`src/rtl/tile_packer_pkg.sv`:
```
// Shared types, geometry and header layout for the tile packer.
package tile_packer_pkg;

  localparam int unsigned ROWS      = 32;
  localparam int unsigned COLS      = 8;
  localparam int unsigned PIX_W     = 4;
  localparam int unsigned HDR_W     = 48;
  localparam int unsigned OUT_W     = 64;
  localparam int unsigned ROW_W     = COLS * PIX_W;
  localparam int unsigned RAW_WORDS = (ROWS * COLS * PIX_W) / OUT_W;
  localparam int unsigned IDX_W     = $clog2(RAW_WORDS);
  localparam int unsigned ROW_IDX_W = $clog2(ROWS);
  localparam int unsigned CNT_W     = 7;
  localparam int unsigned STAT_W    = 32;

  localparam logic [7:0]  MAGIC     = 8'hA5;
  localparam int unsigned MAGIC_LSB = 56;
  localparam int unsigned FLAG_BIT  = 55;
  localparam int unsigned CNT_LSB   = 48;

  typedef logic [ROWS-1:0][COLS-1:0][PIX_W-1:0] tile_t;

  typedef enum logic [1:0] {
    IDLE = 2'd0,
    HDR  = 2'd1,
    RAW  = 2'd2
  } state_e;

  // Header word: magic, compressable flag, count of following words, core header.
  function automatic logic [OUT_W-1:0] make_hdr(input logic comp, input logic [HDR_W-1:0] hdr);
    logic [OUT_W-1:0] w;
    w                    = '0;
    w[MAGIC_LSB +: 8]    = MAGIC;
    w[FLAG_BIT]          = comp;
    w[CNT_LSB +: CNT_W]  = comp ? CNT_W'(0) : CNT_W'(RAW_WORDS);
    w[HDR_W-1:0]         = hdr;
    return w;
  endfunction

endpackage

```
`src/rtl/tile_packer.sv`:
```
// Serializes one captured tile into a header word plus optional raw payload words.
// Optional per-kind tile counters are built when TILE_PACKER_STATS_EN is defined.
module tile_packer
  import tile_packer_pkg::*;
(
  input  logic             clk,
  input  logic             rst,
  input  logic             in_valid,
  output logic             in_ready,
  input  tile_t            pixels,
  input  logic             compressable,
  input  logic [HDR_W-1:0] h,
  output logic             out_valid,
  input  logic             out_ready,
  output logic [OUT_W-1:0] out_data,
  output logic             out_last
`ifdef TILE_PACKER_STATS_EN
  ,
  output logic [STAT_W-1:0] stat_comp_cnt,
  output logic [STAT_W-1:0] stat_raw_cnt
`endif
);

  state_e             state_q, state_d;
  logic [IDX_W-1:0]   idx_q, idx_d;
  tile_t              tile_q;
  logic               comp_q, comp_d;
  logic [HDR_W-1:0]   h_q, h_d;

  logic               in_ready_q, in_ready_d;
  logic               out_valid_q, out_valid_d;
  logic [OUT_W-1:0]   out_data_q, out_data_d;
  logic               out_last_q, out_last_d;

  logic               accept;
  logic               out_hs;
  logic [ROW_IDX_W-1:0] row_lo, row_hi;

  assign accept = in_valid && in_ready_q;
  assign out_hs = out_valid_q && out_ready;

  // Next state, next capture and next registered outputs.
  always_comb begin
    state_d    = state_q;
    idx_d      = idx_q;
    comp_d     = comp_q;
    h_d        = h_q;
    out_data_d = '0;
    out_last_d = 1'b0;
    row_lo     = '0;
    row_hi     = '0;

    case (state_q)
      IDLE: begin
        if (accept) begin
          state_d = HDR;
          comp_d  = compressable;
          h_d     = h;
        end
      end
      HDR: begin
        if (out_hs) begin
          state_d = comp_q ? IDLE : RAW;
          idx_d   = '0;
        end
      end
      RAW: begin
        if (out_hs) begin
          if (idx_q == IDX_W'(RAW_WORDS - 1)) begin
            state_d = IDLE;
            idx_d   = '0;
          end else begin
            idx_d = idx_q + IDX_W'(1);
          end
        end
      end
      default: state_d = IDLE;
    endcase

    // Outputs are a function of where we land, so they register alongside the state.
    in_ready_d  = (state_d == IDLE);
    out_valid_d = (state_d != IDLE);
    row_lo      = {idx_d, 1'b0};
    row_hi      = {idx_d, 1'b1};
    case (state_d)
      HDR: begin
        out_data_d = make_hdr(comp_d, h_d);
        out_last_d = comp_d;
      end
      RAW: begin
        out_data_d = {tile_q[row_hi], tile_q[row_lo]};
        out_last_d = (idx_d == IDX_W'(RAW_WORDS - 1));
      end
      default: begin
        out_data_d = '0;
        out_last_d = 1'b0;
      end
    endcase
  end

  // Control and output registers.
  always_ff @(posedge clk) begin
    if (!rst) begin
      state_q     <= IDLE;
      idx_q       <= '0;
      comp_q      <= 1'b0;
      h_q         <= '0;
      in_ready_q  <= 1'b0;
      out_valid_q <= 1'b0;
      out_data_q  <= '0;
      out_last_q  <= 1'b0;
    end else begin
      state_q     <= state_d;
      idx_q       <= idx_d;
      comp_q      <= comp_d;
      h_q         <= h_d;
      in_ready_q  <= in_ready_d;
      out_valid_q <= out_valid_d;
      out_data_q  <= out_data_d;
      out_last_q  <= out_last_d;
    end
  end

  // Payload capture needs no reset; it is only read after a fresh acceptance.
  always_ff @(posedge clk) begin
    if (accept) begin
      tile_q <= pixels;
    end
  end

  assign in_ready  = in_ready_q;
  assign out_valid = out_valid_q;
  assign out_data  = out_data_q;
  assign out_last  = out_last_q;

`ifdef TILE_PACKER_STATS_EN
  logic [STAT_W-1:0] comp_cnt_q, comp_cnt_d;
  logic [STAT_W-1:0] raw_cnt_q, raw_cnt_d;

  always_comb begin
    comp_cnt_d = comp_cnt_q;
    raw_cnt_d  = raw_cnt_q;
    if (accept) begin
      if (compressable) comp_cnt_d = comp_cnt_q + STAT_W'(1);
      else              raw_cnt_d  = raw_cnt_q + STAT_W'(1);
    end
  end

  always_ff @(posedge clk) begin
    if (!rst) begin
      comp_cnt_q <= '0;
      raw_cnt_q  <= '0;
    end else begin
      comp_cnt_q <= comp_cnt_d;
      raw_cnt_q  <= raw_cnt_d;
    end
  end

  assign stat_comp_cnt = comp_cnt_q;
  assign stat_raw_cnt  = raw_cnt_q;
`endif

endmodule

```
`config.mk`:
```
export PLATFORM = sky130hd
export DESIGN_NAME = tile_packer
export DESIGN_NICKNAME = d
export VERILOG_FILES = /design/src/rtl/tile_packer_pkg.sv /design/src/rtl/tile_packer.sv
export SDC_FILE = /design/constraint.sdc
export NUM_CORES = 1
export LEC_CHECK = 0
export BUFFER_PORTS_ARGS = -buffer_cell sky130_fd_sc_hd__buf_4
export CORE_MARGIN = 10
export CORE_UTILIZATION = 24
export DETAILED_ROUTE_END_ITERATION = 10
export PLACE_DENSITY = 0.51
export SYNTH_ARGS = -nofsm -noshare
export SYNTH_HDL_FRONTEND = slang
export SYNTH_SLANG_ARGS = --single-unit
```
`constraint.sdc`:
```
create_clock -name clk -period 30.9 [get_ports clk]
set_input_delay 1.545 -clock clk [delete_from_list [all_inputs] [get_ports clk]]
set_output_delay 1.545 -clock clk [all_outputs]
set_load 0.1 [all_outputs]
```
==> flow_summary.ini, run 1 <==
[status]
outcome = complete, no violations

[synth]
seq_area_frac_synth_pct = 77.9
synth_nets = 3063
netlist_area_mm2 = 0.0426
synthFlopType = edfxtp_1
yosysWarnings = 0
synth_edf_count = 1024
synth_cells = 1978
ys_types = 36
synth.avg_cell_area_um2 = 21.6
async_reset_ff_share_pct = 0
ys_ff_latch = 1146

[setup_path]
critical_path_required_ns = 31.57
crit_type = input pin to register
crit_start = in_valid
reg2regPathDepth = 12
cpMostUsedCell = buf_4
slowest_stage = buf_4
cp_max_fo = 68
reg2reg_from = state_q[0]
arrival_ns = 6.73
critPathLaunchType = input pin
crit_chain = buf_4 -> and2_4 -> buf_4 -> nand2_4 -> a21oi_1 -> inv_1 -> ha_1 -> nand4_1 -> buf_4 -> nor2_4 -> buf_4 -> a22oi_2 -> o221ai_1
cpPeakStageDelay_ns = 0.83
reg2reg_slack_ns = 25.09
r2r_end = out_data[26]
cp-end-kind = register

[route]
post_drt_via_cell_ratio = 4.33
drc = 0
routed_wl_mm = 176
drtAntennaViolNets = 0
vias = 24500
firstDrtPassIters = 5
dr.first_iter.drc_count = 1703
wl_per_cell_um = 31.1

[layout]
syn_to_final_growth_pct = 36.6
ff_latch_area_mm2 = 0.0332
final_cell_mix = buf_4 (1182), edfxtp_1 (1024), mux4_2 (232), clkbuf_16 (137), mux2i_1 (124)
layout_commonest_cell = buf_4
nFillCells = 17100
drive_above_1_share_pct = 49.9
layout.nets = 4278
final_area_mm2 = 0.0582
multi_input_area_mm2 = 0.00900

[sta]
timing.hold.ws_ns = 0.517
fin_skew_ns = 0.0286
fmax_mhz = 165
slew_headroom_pct = 13.5
fin_crit_sh_pct = 19.6
hold_violations = 0
final_max_slew_viol_count = 0
setup_viol = 0
period_needed_ns = 6.06
worstMarginPinSlew_ns = 1.30
rsz0062_at_grt = false
setup_tns_ns = 0

[die]
initial_core_util_pct = 24.2
die_h_um = 441
dieArea_mm2 = 0.195
rows = 154
core_mm2 = 0.176
die_w_um = 441
ios = 1144

[grt]
grt_pass1_wl_mm = 227
grt_pass1_vias = 26700
antenna_found_initial = 38
grt_use_total_pct = 17.2
grt_max_degree = 166
grt-ovfl-total = 0

[clock_network]
cts_setup_buffers = 0
clkSlewWorstSetupHoldPaths_ns = 0.06
cts_sinks = 1146
htreeDepth = 4
cts_resized = 0
cts_root_buf = clkbuf_16
clock_path_buffers = 3
cts_tree = yes
numCtsBuffers = 133
hold_buffers = 0
clk_latency_ns = 0.76

[power_and_ir_drop]
power_uw = 3560
swShare_pct = 22.0
power_frac_comb_pct = 6.7
clkPwrFrac_pct = 42.4
power_frac_seq_pct = 50.9
power.internal_uw = 2780
power_density_mw_per_mm2 = 61.2
ir_drop_v = 0.0000450
p_switching_uw = 786
leakage_uw = 0.0210

[worst_hold_path]
whs_path_depth = 2
min_to = h_q[43]
hp-class = register to register
hp-start = h_q[43]

[place]
placed_cell_area_mm2 = 0.0541
io_buffers = 1143
gp_congestion = 0.848
dp_hpwl_mm = 137

[job]
drv_cap = 0
[worst max-delay path by stage]
stage	to	slack [ns]	cells past startpoint
finish	out_data[29]	24.84	13
global route	out_data[30]	24.41	13
CTS	out_data[33]	24.66	13
detailed placement	out_data[30]	23.80	13
global placement	out_data[30]	23.86	13
floorplan	out_data[44]	0.66	13
[worst max-delay path, delay by kind of cell]
| kind | cells | cell delay, ns |
|---|---|---|
| and+or+nand+nor | 4 | 2.00 |
| adders and majority gates | 1 | 0.36 |
| AOI/OAI and AO/OA | 3 | 0.74 |
| buffers and inverters | 5 | 1.89 |
[per-stage QoR]
| step | instances | setup WS (ns) | util, % |
|---|---|---|---|
| 3_5_place_dp | 5398 | 23.80 | 30.7 |
| 6_report | 5652 | 24.84 | 33.0 |
| 2_1_floorplan | 1978 | 0.664 | - |
| 5_1_grt | 5648 | 24.41 | 33.0 |
| 3_3_place_gp | 5398 | 23.86 | 30.7 |
| 4_1_cts | 5635 | 24.66 | 33.0 |
[power by group through the flow]
stage	registers, uW	clock network (uW)	logic, uW
floorplan	1940	0	71.3
global placement	1850	0	245
detailed placement	1850	0	247
CTS	1820	1550	247
global route	1820	1610	256
finish	1810	1510	239
[synth_stat cells, drive strengths merged (2+ instances only)]
cell,n,area share [%]
a21oi,6,0.070
a22o,2,0.041
a22oi,54,1.4
a31oi,10,0.15
and2,10,0.15
and3,2,0.029
buf,59,0.76
clkbuf,47,0.41
dfxtp,122,5.7
edfxtp,1024,72
ha,8,0.23
inv,5,0.044
mux2i,124,2.9
mux4,232,12
nand2,88,0.77
nand3,34,0.40
nand4,13,0.19
nor2,8,0.070
nor2b,51,0.75
nor3b,2,0.035
o211ai,7,0.12
o21ai,13,0.15
o221ai,48,0.99
[layer usage]
metal,global-route usage [%],vias up,part of all wire [%]
met3,5.86,209,8.3
met2,34.2,980,58
li1,-,10700,-
met1,16.3,12600,32
met5,0,-,0.092
met4,5.08,28,2.5
[logic make-up after synthesis]
| family | after synthesis | share of synthesized area [%] |
|---|---|---|
| AO/OA/AOI/OAI | 145 | 3.05 |
| adder cells (fa/ha/maj) | 8 | 0.235 |
| buffers and inverters | 111 | 1.22 |
| flip-flops | 1146 | 77.9 |
| multiplexers | 357 | 15.2 |
| AND/OR/NAND/NOR | 211 | 2.45 |
[state kept, by name, summed over array words and instances (netlist names), 2 cells and up]
register  flops
tile_q     1024
out_data     64
h_q          48
idx_q         4
state_q       2
[final cells by class]
| type | instances | area share (%) |
|---|---|---|
| Multi-Input combinational cell | 721 | 15.5 |
| Antenna cell | 17 | 0.0731 |
| Inverter | 5 | 0.0322 |
| Clock buffer | 184 | 6.21 |
| Timing Repair Buffer | 1186 | 15.4 |
| Tap cell | 2340 | 5.03 |
| Clock inverter | 53 | 0.823 |
| Sequential cell | 1146 | 57.0 |
Power figures use the tool's default switching activity.
==> run 2, diff against run 1 <==
PLACE_DENSITY = 0.5   (was 0.51)
clock period = 5.9 ns   (was 30.9 ns; I/O delays follow)
==> run 2 against run 1 <==
  * Wire length grew 2.5%
  * Clock power rose to 5.3 times the previous value
  * Largest cell class unchanged
  * Core utilization increased by 6.3 points
  * Sequential power increased to 5.2 times the previous value
==> flow_summary.ini, run 2 (synthesis gave the netlist of run 1 again) <==
[place]
post-place-ws_ns = 1.72
gp_congestion = 0.839
dp_hpwl_mm = 130
placed_cell_area_mm2 = 0.0542
io_buffers = 1143

[setup_path]
critPathLaunchType = register
crit_type = register to register
cp-end-kind = register
slowest_stage = a22o_4
cpPeakStageDelay_ns = 0.64
critical_path_required_ns = 6.49
cp_max_fo = 62
arrival_ns = 4.65
crit_chain = inv_1 -> ha_1 -> and3_1 -> a22o_1 -> a22o_4 -> buf_12 -> mux4_2 -> mux2i_1 -> o221ai_1

[layout]
drive_above_1_share_pct = 37.9
largest_reg_flops = 1024
final_cell_mix = buf_4 (1170), dlygate4sd3_1 (1088), edfxtp_1 (1024), mux4_2 (232), clkbuf_16 (137)
final_area_mm2 = 0.0694
layout_commonest_cell = buf_4
syn_to_final_growth_pct = 62.7
layout.nets = 5360
regMostFlops = tile_q
fin_util_pct = 39.3

[power_and_ir_drop]
p_switching_uw = 4340
ir_drop_v = 0.000208
power_frac_seq_pct = 48.9
leakage_uw = 0.0257
power.internal_uw = 15100
power_density_mw_per_mm2 = 280
power_frac_comb_pct = 9.7
swShare_pct = 22.3
clkPwrFrac_pct = 41.5
power_uw = 19500

[grt]
grt_pass1_vias = 32900
grt_pass1_wl_mm = 246
grt_max_degree = 197
grt-ovfl-total = 0
antenna_found_initial = 52
grt_use_total_pct = 17.9

[clock_network]
clk_latency_ns = 0.78
cts_setup_buffers = 0
numCtsBuffers = 134
cts_sinks = 1146
cts_resized = 0
clock_path_buffers = 3
cts_root_buf = clkbuf_16
clkSlewWorstSetupHoldPaths_ns = 0.06
htreeDepth = 4
cts_tree = yes

[route]
firstDrtPassIters = 5
drc = 0
vias = 29300
wl_per_cell_um = 26.6
drtAntennaViolNets = 0
routed_wl_mm = 180
dr.first_iter.drc_count = 1993
post_drt_via_cell_ratio = 4.32

[sta]
layout_setup_ws_ns = 1.84
slew_headroom_pct = 14.4
final_max_slew_viol_count = 0
rsz0062_at_grt = false
setup_viol = 0
worstMarginPinSlew_ns = 1.28
hold_violations = 0
fin_crit_sh_pct = 68.8
fin_skew_ns = 0.0269
period_needed_ns = 4.06
fmax_mhz = 247

[die]
core_mm2 = 0.176
die_h_um = 441
ios = 1144
initial_core_util_pct = 24.2
rows = 154
dieArea_mm2 = 0.195
die_w_um = 441

[job]
drv_cap = 0

[status]
outcome = complete, no violations

[worst_hold_path]
hp-class = input pin to register
-- run 2: repair_timing --
| action | in CTS | in global routing |
|---|---|---|
| setup endpoints to repair | 0 | 0 |
| hold buffers | 1088 | 0 |
| endpoints found under the hold margin | 1125 | 0 |
-- run 2: power by group through the flow --
stage | clock [uW] | combinational [uW] | sequential (uW)
after floorplan | 0 | 381 | 9770
after global placement | 0 | 1230 | 9660
after detailed placement | 0 | 1240 | 9670
after CTS | 8290 | 1900 | 9500
after global routing | 8620 | 1990 | 9530
final | 8070 | 1880 | 9500
-- run 2: path summary, 6_finish.rpt --
kind | start | endpoint | slack [ns] | cells after the start
hold / removal | compressable | out_data[52] | 0.08 | 3
hold reg to reg | h_q[9] | h_q[9] | 0.52 | 2
setup reg to reg | state_q[0] | out_data[28] | 1.84 | 9
setup / recovery | state_q[0] | out_data[28] | 1.84 | 9
-- run 2: layer usage --
layer | up-vias | track usage [%] | share of wire (%)
met4 | 14 | 7.34 | 4.1
met2 | 1185 | 34.5 | 56
met5 | - | 0 | 0.048
met1 | 14900 | 17.9 | 33
li1 | 12900 | - | -
met3 | 331 | 4.68 | 6.6
-- run 2: final cells by class --
class | count | area (um2)
diodes | 49 | 123
clock buffers | 182 | 3680
clock inverters | 63 | 531
fillers | 15900 | 107000
inverters | 5 | 18.8
multi-input cells | 721 | 9050
flip-flops and latches | 1146 | 33200
well taps | 2340 | 2930
repair buffers | 2267 | 19900
-- run 2: critical path: cells and delay by family (launching register included) --
kind	cells	cell delay (ns)
multiplexers	2	1.18
AO/OA/AOI/OAI	3	1.05
buffers and inverters	2	0.55
flip-flops	1	0.38
adder cells (fa/ha/maj)	1	0.36
AND/OR/NAND/NOR	1	0.18
-- run 2: metrics by stage --
step                TNS [ns]  instances  hold slack [ns]
finish                     0       6773           0.0777
CTS                        0       6724           0.0129
detailed placement         0       5391            0.474
floorplan           -2716.57       1978            0.394
global placement           0       5391            0.474
global route               0       6763           0.0473
==> run 3, diff against run 2 <==
ABC_AREA = 1   (was default)
PLACE_DENSITY = 0.51   (was 0.5)
clock period = 3.5 ns   (was 5.9 ns; I/O delays follow)
==> run 3 against run 2 <==
  * Worst setup slack got worse by 1.5 ns
  * Non-clock buffer count increased by 62
  * Cell count increased by 25%
  * Largest power group unchanged
  * Highest routed layer unchanged
  * Area after synthesis increased by 4.2%
  * Sequential share of layout area decreased by 1.6 points
==> flow_summary.ini, run 3 <==
[status]
outcome = complete, no violations

[synth]
netlist_area_mm2 = 0.0444
yosysTopAreaCell = edfxtp_1
async_reset_ff_share_pct = 0
netlist_top_cells_count = nand2_1 (1055), edfxtp_1 (1024), nand3_1 (916), dfxtp_1 (122), clkbuf_1 (102)
yosysWarnings = 0
seq_area_frac_synth_pct = 74.7
synth_edf_count = 1024
ys_types = 28
synth_cells = 3628
synth_nets = 4713
synth_top_area_share_pct = 69.2
ys_ff_latch = 1146
synthFlopType = edfxtp_1
yosys.cell_count.top_type = nand2_1
synth_area_leaders = edfxtp_1 (69%), nand3_1 (10%), nand2_1 (8.9%)
synth.avg_cell_area_um2 = 12.2

[clock_network]
clk_latency_ns = 0.78
cts_sinks = 1146
cts_resized = 0
htreeDepth = 4
cts_tree = yes
clock_path_buffers = 3
cts_setup_buffers = 0
hold_buffers = 1076
clkSlewWorstSetupHoldPaths_ns = 0.06
cts_root_buf = clkbuf_16
numCtsBuffers = 136

[die]
die_w_um = 450
initial_core_util_pct = 24.2
die_h_um = 450
dieArea_mm2 = 0.203
ios = 1144
rows = 157
core_mm2 = 0.184

[route]
post_drt_via_cell_ratio = 4.54
firstDrtPassIters = 5
wl_met1_mm = 82.0
wl_met2_mm = 106
drtAntennaViolNets = 0
top_layer_used = met5
drc = 0
wl_met3_mm = 13.4
dr.first_iter.drc_count = 3560
wl_per_cell_um = 24.8
routed_wl_mm = 210
vias = 38600

[layout]
ff_latch_area_mm2 = 0.0332
syn_to_final_growth_pct = 61.6
final_cell_mix = buf_4 (1205), dlygate4sd3_1 (1076), nand2_1 (1053), edfxtp_1 (1024), nand3_1 (915)
layout_commonest_cell = buf_4
drive_above_1_share_pct = 24.5
largest_reg_flops = 1024
regMostFlops = tile_q
multi_input_area_mm2 = 0.0101
layout.nets = 6948
nFillCells = 17400

[sta]
fin_crit_sh_pct = 89.9
hold_violations = 0
layout_setup_ws_ns = 0.353
fmax_mhz = 318
rsz0062_at_grt = false
setup_tns_ns = 0
period_needed_ns = 3.15
fin_skew_ns = 0.0274
setup_viol = 0
worstMarginPinSlew_ns = 1.18
final_max_slew_viol_count = 0
slew_headroom_pct = 21.6

[place]
post-place-ws_ns = 0.295
io_buffers = 1143
gp_congestion = 0.893
dp_hpwl_mm = 146

[setup_path]
crit_start = state_q[0]
crit_type = register to register
cp-end-kind = register
cp_max_fo = 35
critPathLaunchType = register
critical_path_required_ns = 4.20
arrival_ns = 3.84
reg2reg_from = state_q[0]

[grt]
grt_pass1_vias = 39900
grt_pass1_wl_mm = 294
antenna_found_initial = 62
grt-ovfl-total = 0
grt_max_degree = 167
grt_use_total_pct = 19.9

[worst_hold_path]
hp-start = pixels[653]
hp-class = input pin to register

[power_and_ir_drop]
ir_drop_v = 0.000460
leakage_uw = 0.0280
power_density_mw_per_mm2 = 471

[job]
drv_cap = 0
[run 3: cell types whose count changed after synthesis, moves of 47 or more]
cell and delta:
nand2_1 +967, nand3_1 +882, mux4_2 -232, nor2_1 +79
mux2i_1 -75, clkbuf_1 +55, nor2b_1 -51, o221ai_1 -48
buf_2 +47, o21ai_1 +47
[run 3: layer usage]
metal | vias to the layer above | track usage [%]
met5 | - | 0
met4 | 14 | 8.10
met3 | 374 | 3.92
met2 | 1746 | 34.7
met1 | 19000 | 23.8
li1 | 17400 | -
[run 3: power by group]
group          total [uW]  internal, uW  switching, uW
sequential          16100         15900            245
clock               14200          8270           5890
combinational        3540          1880           1670
[run 3: cell type report]
| type | instances | area share, % |
|---|---|---|
| sequential | 1146 | 46.2 |
| timing repair buffer | 2329 | 28.9 |
| multi-input combinational | 2215 | 14.0 |
| clock buffer | 187 | 5.23 |
| tap | 2464 | 4.29 |
| clock inverter | 60 | 0.863 |
| inverter | 35 | 0.230 |
| antenna | 57 | 0.199 |
[run 3: worst max-delay path, stage by stage (launching register included)]
cell and delay [ns]:
dfxtp_1 0.38, inv_1 0.08, ha_1 0.39, nand2_1 0.10, nor2_1 0.11, nand2_1 0.10, nand2_4 0.15, nand2_8 0.16
inv_8 0.31, buf_12 0.26, buf_12 0.20, nand2_1 0.07, nand3_1 0.09, nand3_1 0.29, nand3_1 0.18, nand2_1 0.06
nor2_1 0.08
[run 3: logic make-up (layout without fill, tap and decap cells)]
kind of cell	after synthesis	after routing	share of synthesized area, %
buffers and inverters	267	2611	2.75
multiplexers	49	49	1.10
AND/OR/NAND/NOR	2065	2065	20.1
adder cells (fa/ha/maj)	8	8	0.225
flip-flops	1146	1146	74.7
other	0	57	0
AO/OA/AOI/OAI	93	93	1.10
[run 3: worst paths after layout]
kind | depth (start not counted) | to | slack, ns
worst max register to register | 16 | out_data[54] | 0.35
worst min register to register | 2 | h_q[46] | 0.49
worst min-delay path | 2 | tile_q[653] | 0.10
worst max-delay path | 16 | out_data[54] | 0.35
[run 3: stage by stage]
step                instances  area, um2  utilization [%]  hold WS [ns]  power (uW)
floorplan                3628      44400                -         0.272       17800
global placement         7113      56500             30.8         0.354       18800
detailed placement       7113      56500             30.8         0.354       18800
CTS                      8436      71700             39.0        0.0188       34100
global route             8478      71800             39.1        0.0429       34900
finish                   8493      71800             39.1         0.102       33800
